$ cat src/rtl/jts16_scr_mmr_if.sv
// CPU-side register window bus for jts16_scr_mmr.
// Carries a 68000-style word access: chip select held for the whole access,
// word index, read/not-write, active-low byte strobes, write data and the
// registered read data returned by the register bank.
// Handshake: an access begins on the first cycle cs is sampled high. A write
// is taken once per cs assertion (rising edge of cs). A read returns dout on
// the clock edge after cs & rnw is sampled. There is no ready/wait signal;
// the bank accepts every access at full rate.
interface jts16_scr_mmr_if;
  logic        cs;
  logic [2:0]  addr;
  logic        rnw;
  logic [1:0]  dsn;
  logic [15:0] din;
  logic [15:0] dout;

  modport master (
    output cs,
    output addr,
    output rnw,
    output dsn,
    output din,
    input  dout
  );

  modport slave (
    input  cs,
    input  addr,
    input  rnw,
    input  dsn,
    input  din,
    output dout
  );
endinterface

$ cat src/rtl/jts16_scr_mmr.sv
// Scroll tilemap register bank for the foreground and background layers.
// Decodes CPU word writes with byte strobes into pages/hscr/vscr/flip and
// provides registered readback plus a status word (pending flag and frame
// counter).
// Optional feature macro: JTS16_MMR_SHADOW_EN. When defined, CPU writes land
// in a shadow copy that is committed to the layers on the rising edge of
// vblank, so a frame never renders with mixed settings. When undefined, the
// layer registers are written directly.
// Register map: 0 fg_pages, 1 bg_pages, 2 fg_hscr, 3 bg_hscr, 4 fg_vscr,
// 5 bg_vscr, 6 ctrl (bit 0 flip), 7 status (read-only).
module jts16_scr_mmr #(
  parameter logic [15:0] PAGE_RST = 16'h0000,
  parameter logic [15:0] SCR_RST  = 16'h0000
) (
  input  logic               clk,
  input  logic               rst,
  jts16_scr_mmr_if.slave     bus,
  input  logic               vblank,
  output logic [15:0]        fg_pages,
  output logic [15:0]        fg_hscr,
  output logic [15:0]        fg_vscr,
  output logic [15:0]        bg_pages,
  output logic [15:0]        bg_hscr,
  output logic [15:0]        bg_vscr,
  output logic               flip
);

  localparam int NREG = 6;

  // Indices 0 and 1 are page registers, the rest are scroll registers.
  function automatic logic [15:0] rst_val(input int idx);
    return (idx < 2) ? PAGE_RST : SCR_RST;
  endfunction

  // Byte-lane merge: a lane is replaced only when its active-low strobe is 0.
  function automatic logic [15:0] merge(input logic [15:0] old_v,
                                        input logic [15:0] new_v,
                                        input logic [1:0]  ds);
    logic [15:0] r;
    r = old_v;
    if (!ds[1]) r[15:8] = new_v[15:8];
    if (!ds[0]) r[7:0]  = new_v[7:0];
    return r;
  endfunction

  logic        cs_l_q, cs_l_d;
  logic        vb_l_q, vb_l_d;
  logic        wr_stb_q, wr_stb_d;
  logic [2:0]  wr_addr_q, wr_addr_d;
  logic [15:0] wr_din_q, wr_din_d;
  logic [1:0]  wr_dsn_q, wr_dsn_d;
  logic [7:0]  frame_q, frame_d;
  logic        pending_q, pending_d;
  logic [15:0] dout_q, dout_d;
  logic [15:0] live_q [NREG];
  logic [15:0] live_d [NREG];
  logic        flip_q, flip_d;
`ifdef JTS16_MMR_SHADOW_EN
  logic [15:0] sh_q [NREG];
  logic [15:0] sh_d [NREG];
  logic        sh_flip_q, sh_flip_d;
`endif

  logic        commit;
  logic [15:0] rd_src [NREG];
  logic        rd_flip;
  logic [15:0] rd_val;

  // Next-state logic: write capture, commit, register update and readback.
  always_comb begin
    cs_l_d    = bus.cs;
    vb_l_d    = vblank;
    commit    = vblank & ~vb_l_q;
    // One strobe per access: only the first cycle cs is seen high.
    wr_stb_d  = bus.cs & ~cs_l_q & ~bus.rnw;
    wr_addr_d = wr_addr_q;
    wr_din_d  = wr_din_q;
    wr_dsn_d  = wr_dsn_q;
    if (wr_stb_d) begin
      wr_addr_d = bus.addr;
      wr_din_d  = bus.din;
      wr_dsn_d  = bus.dsn;
    end
    frame_d   = frame_q + {7'd0, commit};
    pending_d = pending_q;
    flip_d    = flip_q;
    for (int i = 0; i < NREG; i++) live_d[i] = live_q[i];
`ifdef JTS16_MMR_SHADOW_EN
    sh_flip_d = sh_flip_q;
    for (int i = 0; i < NREG; i++) sh_d[i] = sh_q[i];
    // Commit uses the pre-write shadow; a coincident write stays pending.
    if (commit) begin
      for (int i = 0; i < NREG; i++) live_d[i] = sh_q[i];
      flip_d    = sh_flip_q;
      pending_d = 1'b0;
    end
    if (wr_stb_q) begin
      for (int i = 0; i < NREG; i++) begin
        if (wr_addr_q == 3'(i)) sh_d[i] = merge(sh_q[i], wr_din_q, wr_dsn_q);
      end
      if (wr_addr_q == 3'd6 && !wr_dsn_q[0]) sh_flip_d = wr_din_q[0];
      if (wr_addr_q != 3'd7) pending_d = 1'b1;
    end
    for (int i = 0; i < NREG; i++) rd_src[i] = sh_q[i];
    rd_flip = sh_flip_q;
`else
    pending_d = 1'b0;
    if (wr_stb_q) begin
      for (int i = 0; i < NREG; i++) begin
        if (wr_addr_q == 3'(i)) live_d[i] = merge(live_q[i], wr_din_q, wr_dsn_q);
      end
      if (wr_addr_q == 3'd6 && !wr_dsn_q[0]) flip_d = wr_din_q[0];
    end
    for (int i = 0; i < NREG; i++) rd_src[i] = live_q[i];
    rd_flip = flip_q;
`endif
    rd_val = 16'h0000;
    for (int i = 0; i < NREG; i++) begin
      if (bus.addr == 3'(i)) rd_val = rd_src[i];
    end
    if (bus.addr == 3'd6) rd_val = {15'd0, rd_flip};
    if (bus.addr == 3'd7) rd_val = {pending_q, 7'd0, frame_q};
    dout_d = (bus.cs & bus.rnw) ? rd_val : dout_q;
  end

  // State registers with synchronous reset; reset also drops any pending strobe.
  always_ff @(posedge clk) begin
    if (rst) begin
      cs_l_q    <= 1'b0;
      vb_l_q    <= 1'b0;
      wr_stb_q  <= 1'b0;
      wr_addr_q <= 3'd0;
      wr_din_q  <= 16'h0000;
      wr_dsn_q  <= 2'b11;
      frame_q   <= 8'd0;
      pending_q <= 1'b0;
      dout_q    <= 16'h0000;
      flip_q    <= 1'b0;
      for (int i = 0; i < NREG; i++) live_q[i] <= rst_val(i);
`ifdef JTS16_MMR_SHADOW_EN
      sh_flip_q <= 1'b0;
      for (int i = 0; i < NREG; i++) sh_q[i] <= rst_val(i);
`endif
    end else begin
      cs_l_q    <= cs_l_d;
      vb_l_q    <= vb_l_d;
      wr_stb_q  <= wr_stb_d;
      wr_addr_q <= wr_addr_d;
      wr_din_q  <= wr_din_d;
      wr_dsn_q  <= wr_dsn_d;
      frame_q   <= frame_d;
      pending_q <= pending_d;
      dout_q    <= dout_d;
      flip_q    <= flip_d;
      for (int i = 0; i < NREG; i++) live_q[i] <= live_d[i];
`ifdef JTS16_MMR_SHADOW_EN
      sh_flip_q <= sh_flip_d;
      for (int i = 0; i < NREG; i++) sh_q[i] <= sh_d[i];
`endif
    end
  end

  assign fg_pages = live_q[0];
  assign bg_pages = live_q[1];
  assign fg_hscr  = live_q[2];
  assign bg_hscr  = live_q[3];
  assign fg_vscr  = live_q[4];
  assign bg_vscr  = live_q[5];
  assign flip     = flip_q;
  assign bus.dout = dout_q;

endmodule

$ cat src/flat_wrapper.sv
// flat-port wrapper written by rule: the top's interface ports become plain ports
module jts16_scr_mmr_flat 
#(
  parameter logic [15:0] PAGE_RST = 16'h0000,
  parameter logic [15:0] SCR_RST  = 16'h0000
)
  (clk, rst, vblank, fg_pages, fg_hscr, fg_vscr, bg_pages, bg_hscr, bg_vscr, flip, bus_cs, bus_addr, bus_rnw, bus_dsn, bus_din, bus_dout);
  jts16_scr_mmr_if bus_i ();
  input  logic clk;
  input  logic rst;
  input  logic vblank;
  output logic [15:0] fg_pages;
  output logic [15:0] fg_hscr;
  output logic [15:0] fg_vscr;
  output logic [15:0] bg_pages;
  output logic [15:0] bg_hscr;
  output logic [15:0] bg_vscr;
  output logic flip;
  input wire logic [$bits(bus_i.cs)-1:0] bus_cs;
  input wire logic [$bits(bus_i.addr)-1:0] bus_addr;
  input wire logic [$bits(bus_i.rnw)-1:0] bus_rnw;
  input wire logic [$bits(bus_i.dsn)-1:0] bus_dsn;
  input wire logic [$bits(bus_i.din)-1:0] bus_din;
  output wire logic [$bits(bus_i.dout)-1:0] bus_dout;
  assign bus_i.cs = bus_cs;
  assign bus_i.addr = bus_addr;
  assign bus_i.rnw = bus_rnw;
  assign bus_i.dsn = bus_dsn;
  assign bus_i.din = bus_din;
  assign bus_dout = bus_i.dout;
  jts16_scr_mmr #(.PAGE_RST(PAGE_RST), .SCR_RST(SCR_RST)) u_core (.clk(clk), .rst(rst), .bus(bus_i), .vblank(vblank), .fg_pages(fg_pages), .fg_hscr(fg_hscr), .fg_vscr(fg_vscr), .bg_pages(bg_pages), .bg_hscr(bg_hscr), .bg_vscr(bg_vscr), .flip(flip));
endmodule
$ cat config.mk
export PLATFORM = sky130hd
export DESIGN_NAME = jts16_scr_mmr_flat
export DESIGN_NICKNAME = d
export VERILOG_FILES = /design/src/rtl/jts16_scr_mmr_if.sv /design/src/rtl/jts16_scr_mmr.sv /design/src/flat_wrapper.sv
export SDC_FILE = /design/constraint.sdc
export NUM_CORES = 1
export LEC_CHECK = 0
export ABC_AREA = 1
export CAP_MARGIN = 20
export CORE_MARGIN = 8
export CORE_UTILIZATION = 40
export CTS_BUF_LIST = sky130_fd_sc_hd__clkbuf_4 sky130_fd_sc_hd__clkbuf_8
export CTS_CLUSTER_SIZE = 28
export DETAILED_ROUTE_END_ITERATION = 6
export HOLD_SLACK_MARGIN = 0.12
export PLACE_DENSITY = 0.74
export SLEW_MARGIN = 20
export SYNTH_ARGS = -nofsm -noshare
export SYNTH_HDL_FRONTEND = slang
export SYNTH_SLANG_ARGS = --single-unit
$ cat constraint.sdc
create_clock -name clk -period 2 [get_ports clk]
set_input_delay 0.6 -clock clk [delete_from_list [all_inputs] [get_ports clk]]
set_output_delay 0.6 -clock clk [all_outputs]
set_load 0.05 [all_outputs]
==> metrics.md, run 1 <==
| Metric | Value |
|---|---|
| Status | complete, no violations |
| Area of the die | 18,300 sq um |
| Detailed-route DRC error count | 0 |
| Cell-internal power | 0.00433 W |
| RSZ-0062 raised after global routing | false |
| CTS root buffer | clkbuf_8 |
| Period utilization | 91.7% |
| Top-count cell post-synth | a21oi_1 |
| Worst Setup End Kind | flip-flop |
| Async S/R FF share, synth | 0% |
| Avg WL per Cell | 16.4 um |
| Clk slew on worst S/H paths | 70 ps |
| Vias in the first global route | 5,312 |
| GPL Wtd Cong | 0.847 |
| Placed cell areas | 7190 sq um |
| Yosys Warn Count | 0 |
| GRT busiest layer | met2 |
| Data required, critical path | 2390 ps |
| Met2 Track Usage GR | 32.3% |
| Synth top area cells | dfxtp_1, a21oi_1, o21ai_0 |
| Min Hold Slack | 474 ps |
| Gate Count Post-Synth | 732 |
| Top Family by Delay on Critical Path | buffers and inverters |
| Sw frac | 24.4% |
| Synth cell count leaders | a21oi_1, dfxtp_1, o21ai_0, nand2_1, inv_1 |
| Startpoint Class | primary input |
| Peak supply drop | 0.000440 V |
| Pre-antenna DRT Iters | 5 |
| Max Slew Vio Count | 0 |
| Global-route wire length before repair | 27,500 um |
| Syn_nets | 760 |
| Via density | 5.23 |
| Worst hold path class | reg -> reg |
| Std cell rows | 43 |
| DRT Wirelength | 17,700 um |
| Die W | 135 um |
| Final-layout fill cell count | 1,300 |
| Reg-to-reg slack, setup | 380 ps |
| Final count of hold timing violations | 0 |
| Worst Max-Slew Pin Slew | 567 ps |
| Largest area contributor in the netlist | dfxtp_1 |
| Sequential area share after synthesis | 51.0% |
| DP Wirelength | 13,200 um |
| Grt ovf | 0 |
| Part of the power in registers | 51.9% |
| Via count | 5,630 |
| Max-slew headroom | 62.2% |
| Layout area overhead | 33.1% |
| Leak Pwr | 3.26 nW |
| Pwr dens | 755 nW/um^2 |
| CTS max path bufs | 2 |
| Worst-Skew Late Latency | 460 ps |
| Seq cells post-synth | 145 |
| Net Switching | 0.00140 W |
| Io pins | 139 |
| Synth Cell Area | 5700 sq um |
| ANT nets after route | 0 |
| Worst reg2reg startpoint | u_core.wr_addr_q[0] |
| CP max stage cell | clkdlybuf4s50_1 |
| Multi-input gate area | 2390 sq um |
| Maxcap violations | 0 |
| Highest Clock Rate | 545 MHz |
| Worst hold stages | 2 |
| Storage cell area | 2900 sq um |
| Comb power frac | 8.6% |
| NumNets Final | 913 |
| Final Critical Period | 1830 ps |
| Clock power frac | 39.5% |
| Met1 usage | 22.3% |
| Initial drt markers | 460 |
| Top cell type's share of synthesized area | 51.0% |
| CP Class | in -> reg |
| CP bufs+invs | 4 |
| Number of flops mapped to enable cells by yosys | 0 |
| RR Endpoint | u_core.live_q[0][52] |
| R2r worst-path depth | 6 |
| Mean post-synth cell area | 7.78 sq um |
| Critical path arrival | 2220 ps |
| Worst Hold Launch | u_core.bus.dout[13] |
| Slowest Stage Delay on Critical Path | 620 ps |
| Number of port buffers | 138 |
| Distinct cells, synth | 27 |
| Die height | 135 um |
| Pin count of the biggest net entering global routing | 95 |
| Met3 usage | 6.90% |
| GRT Resource Usage Total | 19.2% |
| Ant. Diodes | 0 |
| Cell breakdown of the critical path | clkdlybuf4s50_1 -> buf_4 -> nand3_2 -> inv_1 -> buf_4 -> nand2_1 -> nand3_1 -> nand2_1 -> a21oi_1 |
| Main synth FF type | dfxtp_1 |
| TritonCTS clock tree | yes |
| Initial antenna violation count | 0 |
| Finished layout cell area | 7580 sq um |
| Starting density of the core | 41.0% |
| CTS Sinks | 145 |
| Critical path peak fanout | 8 |
| # H-tree levels | 4 |
| CTS buffer count | 17 |
| Finish-stage setup viols | 0 |
| Layout cell share with drive strength beyond 1 | 22.1% |
| Hold Path Sink | u_core.bus.dout[13] |
| Area of the core | 13,900 sq um |
| Clock Skew | 13.1 ps |
-- power groups by stage --
| stage | Sequential (W) | Combinational, W | Clock (W) |
|---|---|---|---|
| after global routing | 0.00298 | 0.000537 | 0.00242 |
| final | 0.00297 | 0.000493 | 0.00226 |
| after CTS | 0.00297 | 0.000494 | 0.00229 |
| after floorplan | 0.00308 | 0.000229 | 0 |
| after global placement | 0.00304 | 0.000487 | 0 |
| after detailed placement | 0.00304 | 0.000492 | 0 |
-- through the flow --
stage                     worst slack [ps]  util, %  TNS [ps]  cells  power (W)
after floorplan                        303        -         0    732    0.00331
after global placement                -288     51.8     -4630   1046    0.00352
after detailed placement              -323     51.8     -5350   1046    0.00353
after CTS                              154     54.6         0   1077    0.00575
after global routing                  64.6     54.6         0   1077    0.00594
final                                  166     54.6         0   1077    0.00573
-- layout make-up --
cell class                 instances  area share (%)
inverter                          56            2.77
timing repair buffer             178            19.3
clock buffer                      26            4.47
clock inverter                     5           0.660
tap                              180            2.97
multi-input combinational        487            31.6
sequential                       145            38.3
-- routing by layer --
layer | share of wire [%] | vias up
met5 | 0 | -
met4 | 1.4 | 0
met3 | 8.4 | 26
met2 | 48 | 205
met1 | 42 | 2587
li1 | - | 2812
-- worst register-to-register path, delay by kind of cell (launching register included) --
family,cells,cell delay [ps]
AOI/OAI and AO/OA,2,310
buffers and inverters,2,160
and+or+nand+nor,2,640
DFF,1,450
-- sequential cells by signal (all words and copies together), names as in the netlist --
register,cells
u_core.frame_q,8
u_core.wr_stb_q,1
u_core.cs_l_q,1
u_core.wr_din_q,16
u_core.wr_addr_q,3
u_core.vb_l_q,1
u_core.wr_dsn_q,2
u_core.flip,1
u_core.bus.dout,16
u_core.live_q,96
-- cell families after synthesis --
kind of cell	count (synthesis)	share of synthesized area, %
AO/OA/AOI/OAI	309	27.4
XOR/XNOR	1	0.154
adder cells (fa/ha/maj)	2	0.439
buffers and inverters	100	7.20
flip-flops	145	51.0
AND/OR/NAND/NOR	175	13.9
-- layout by cell type, fill, tap and decap left out, drive strengths merged, types with 2 or more instances in the layout --
cell type	count
a21oi	176
buf	153
dfxtp	145
o21ai	127
nand2	87
inv	56
nand3	38
nor2	31
clkbuf	26
clkdlybuf4s50	25
nor3	10
nand4	6
o211ai	4
clkinv	4
ha	2
-- worst max path at each step --
stage,depth (start not counted),endpoint,from
finish,9,u_core.bus.dout[11],bus_addr[1]
global route,9,u_core.bus.dout[13],bus_addr[1]
CTS,8,u_core.bus.dout[13],bus_addr[1]
detailed placement,8,u_core.bus.dout[13],bus_addr[1]
global placement,8,u_core.bus.dout[13],bus_addr[1]
floorplan,9,u_core.bus.dout[1],bus_addr[0]
-- what timing repair did --
action	in CTS	in global routing
setup endpoints to repair	0	11
gates resized for setup	0	1
hold buffers	0	0
setup buffers	0	0
Note: power is estimated with default switching activity, not from simulation.
==> inputs of run 2 (changes only) <==
--- a/config.mk
+++ b/config.mk
@@ -7,6 +7,7 @@
 export LEC_CHECK = 0
 export ABC_AREA = 1
 export CAP_MARGIN = 20
+export CORE_ASPECT_RATIO = 2
 export CORE_MARGIN = 8
 export CORE_UTILIZATION = 40
 export CTS_BUF_LIST = sky130_fd_sc_hd__clkbuf_4 sky130_fd_sc_hd__clkbuf_8
==> run 2 against run 1 <==
Against the previous run: combinational power increased by 7.7%; utilization increased by 1.3 points; register-to-register slack improved by 80 ps; largest power group unchanged; highest routed layer unchanged.
==> metrics.md, run 2 (same netlist as run 1, synthesis figures left out) <==
| Metric | Value |
|---|---|
| Clk slew on worst S/H paths | 70 ps |
| Max-slew headroom | 63.2% |
| Via density | 5.28 |
| Status | complete, no violations |
| Global-route wire length before repair | 30,200 um |
| # H-tree levels | 4 |
| Worst Max-Slew Pin Slew | 552 ps |
| GRT Resource Usage Total | 21.4% |
| Number of port buffers | 138 |
| Top Family by Delay on Critical Path | buffers and inverters |
| Period utilization | 90.9% |
| Placed cell areas | 7320 sq um |
| DRT Wirelength | 19,600 um |
| Avg WL per Cell | 17.9 um |
| Slowest Stage Delay on Critical Path | 550 ps |
| Critical path peak fanout | 10 |
| Comb power frac | 8.8% |
| Pin count of the biggest net entering global routing | 68 |
| Peak supply drop | 0.000658 V |
| Std cell rows | 61 |
| Area of the core | 13,900 sq um |
| NumNets Final | 920 |
| Layout cell share with drive strength beyond 1 | 22.7% |
| Final setup TNS | 0 ps |
| RSZ-0062 raised after global routing | false |
| Final count of hold timing violations | 0 |
| Cell breakdown of the critical path | clkdlybuf4s50_1 -> buf_4 -> nor3_2 -> buf_12 -> buf_4 -> a21oi_1 -> nand3_1 -> nand2_1 -> a21oi_1 |
| Grt ovf | 0 |
| CTS max path bufs | 2 |
| Min Hold Slack | 466 ps |
| CP Class | in -> reg |
| Largest Register | u_core.live_q |
| Starting density of the core | 41.0% |
| CTS root buffer | clkbuf_8 |
| Startpoint Class | primary input |
| GPL Wtd Cong | 0.874 |
| Max Slew Vio Count | 0 |
| Hold Path Sink | u_core.bus.dout[9] |
| Pre-antenna DRT Iters | 4 |
| Vias in the first global route | 5,628 |
| RR Endpoint | u_core.live_q[0][53] |
| Worst-Skew Late Latency | 440 ps |
| Worst hold stages | 2 |
| Critical path arrival | 2140 ps |
| Final Util | 55.9% |
| Max reg flops | 96 |
| CP max stage cell | clkdlybuf4s50_1 |
| CTS buffer count | 17 |
| CTS Sinks | 145 |
| Die W | 100 um |
| Io pins | 139 |
| Area of the die | 18,500 sq um |
| Worst reg2reg startpoint | u_core.wr_addr_q[0] |
| Commonest cells after routing, fill and taps aside | a21oi_1, buf_4, dfxtp_1 |
| Cell-internal power | 0.00459 W |
| Clock power frac | 41.9% |
| Highest Clock Rate | 550 MHz |
| Pwr dens | 777 nW/um^2 |
| Via count | 5,770 |
| Data required, critical path | 2320 ps |
| ANT nets after route | 0 |
| CTS resizes | 0 |
| Initial antenna violation count | 0 |
| Most common cell after layout, fill and taps aside | a21oi_1 |
| TritonCTS clock tree | yes |
| Finish-stage setup viols | 0 |
| Die height | 185 um |
| DP Wirelength | 14,800 um |
| Worst hold path class | reg -> reg |
| Leak Pwr | 3.33 nW |
| Number of post-CTS setup repair buffers | 0 |
| Initial drt markers | 290 |
| Worst Hold Launch | u_core.bus.dout[9] |
| # hold bufs at CTS | 0 |
| R2r worst-path depth | 6 |
| Sw frac | 23.9% |
| Maxcap violations | 0 |
| CP bufs+invs | 4 |
| Clock Skew | 14.0 ps |
| Ant. Diodes | 0 |
| Reg-to-reg slack, setup | 460 ps |
| Detailed-route DRC error count | 0 |
| Finished layout cell area | 7760 sq um |
| Part of the power in registers | 49.3% |
| Layout area overhead | 36.3% |
| Net Switching | 0.00144 W |
| Worst Setup End Kind | flip-flop |
| Final Critical Period | 1820 ps |
[run 2: cell type report]
cell class                      count  area (sq um)
Fill cell                        1357          6130
Sequential cell                   145          2900
Multi-Input combinational cell    487          2390
Timing Repair Buffer              185          1580
Clock buffer                       21           283
Tap cell                          189           236
Inverter                           56           210
Clock inverter                     10           158
[run 2: how the worst max path moves through the flow]
stage | from | to | slack [ps] | depth (start not counted)
2_1_floorplan | bus_addr[0] | u_core.bus.dout[1] | 300 | 9
3_3_place_gp | bus_addr[1] | u_core.bus.dout[15] | -330 | 9
3_5_place_dp | bus_addr[1] | u_core.bus.dout[12] | -380 | 9
4_1_cts | bus_addr[1] | u_core.bus.dout[14] | 70 | 9
5_1_grt | bus_addr[0] | u_core.bus.dout[7] | 60 | 10
6_report | bus_addr[0] | u_core.bus.dout[5] | 180 | 9
[run 2: power groups by stage]
| stage | combinational, W | clock [W] | sequential [W] |
|---|---|---|---|
| floorplan | 0.000229 | 0 | 0.00308 |
| global placement | 0.000524 | 0 | 0.00304 |
| detailed placement | 0.000530 | 0 | 0.00304 |
| CTS | 0.000531 | 0.00256 | 0.00297 |
| global route | 0.000574 | 0.00268 | 0.00298 |
| finish | 0.000531 | 0.00253 | 0.00297 |
[run 2: per-layer routing]
layer	share of wire, %	vias up	GRT usage (%)
li1	-	2830	-
met1	35	2668	19.6
met2	56	220	40.9
met3	4.4	52	4.10
met4	5.2	0	14.2
met5	0	-	0
[run 2: tightest hold or removal path: cells and delay by family (launching register included)]
family,cells,cell delay [ps]
compound gates,1,50
flops,1,310
simple gates,1,60
[run 2: per-stage QoR]
stage | setup WS, ps | std cells | power (W)
2_1_floorplan | 303 | 732 | 0.00331
3_3_place_gp | -327 | 1062 | 0.00356
3_5_place_dp | -380 | 1062 | 0.00357
4_1_cts | 72.9 | 1093 | 0.00606
5_1_grt | 61.8 | 1093 | 0.00623
6_report | 182 | 1093 | 0.00603
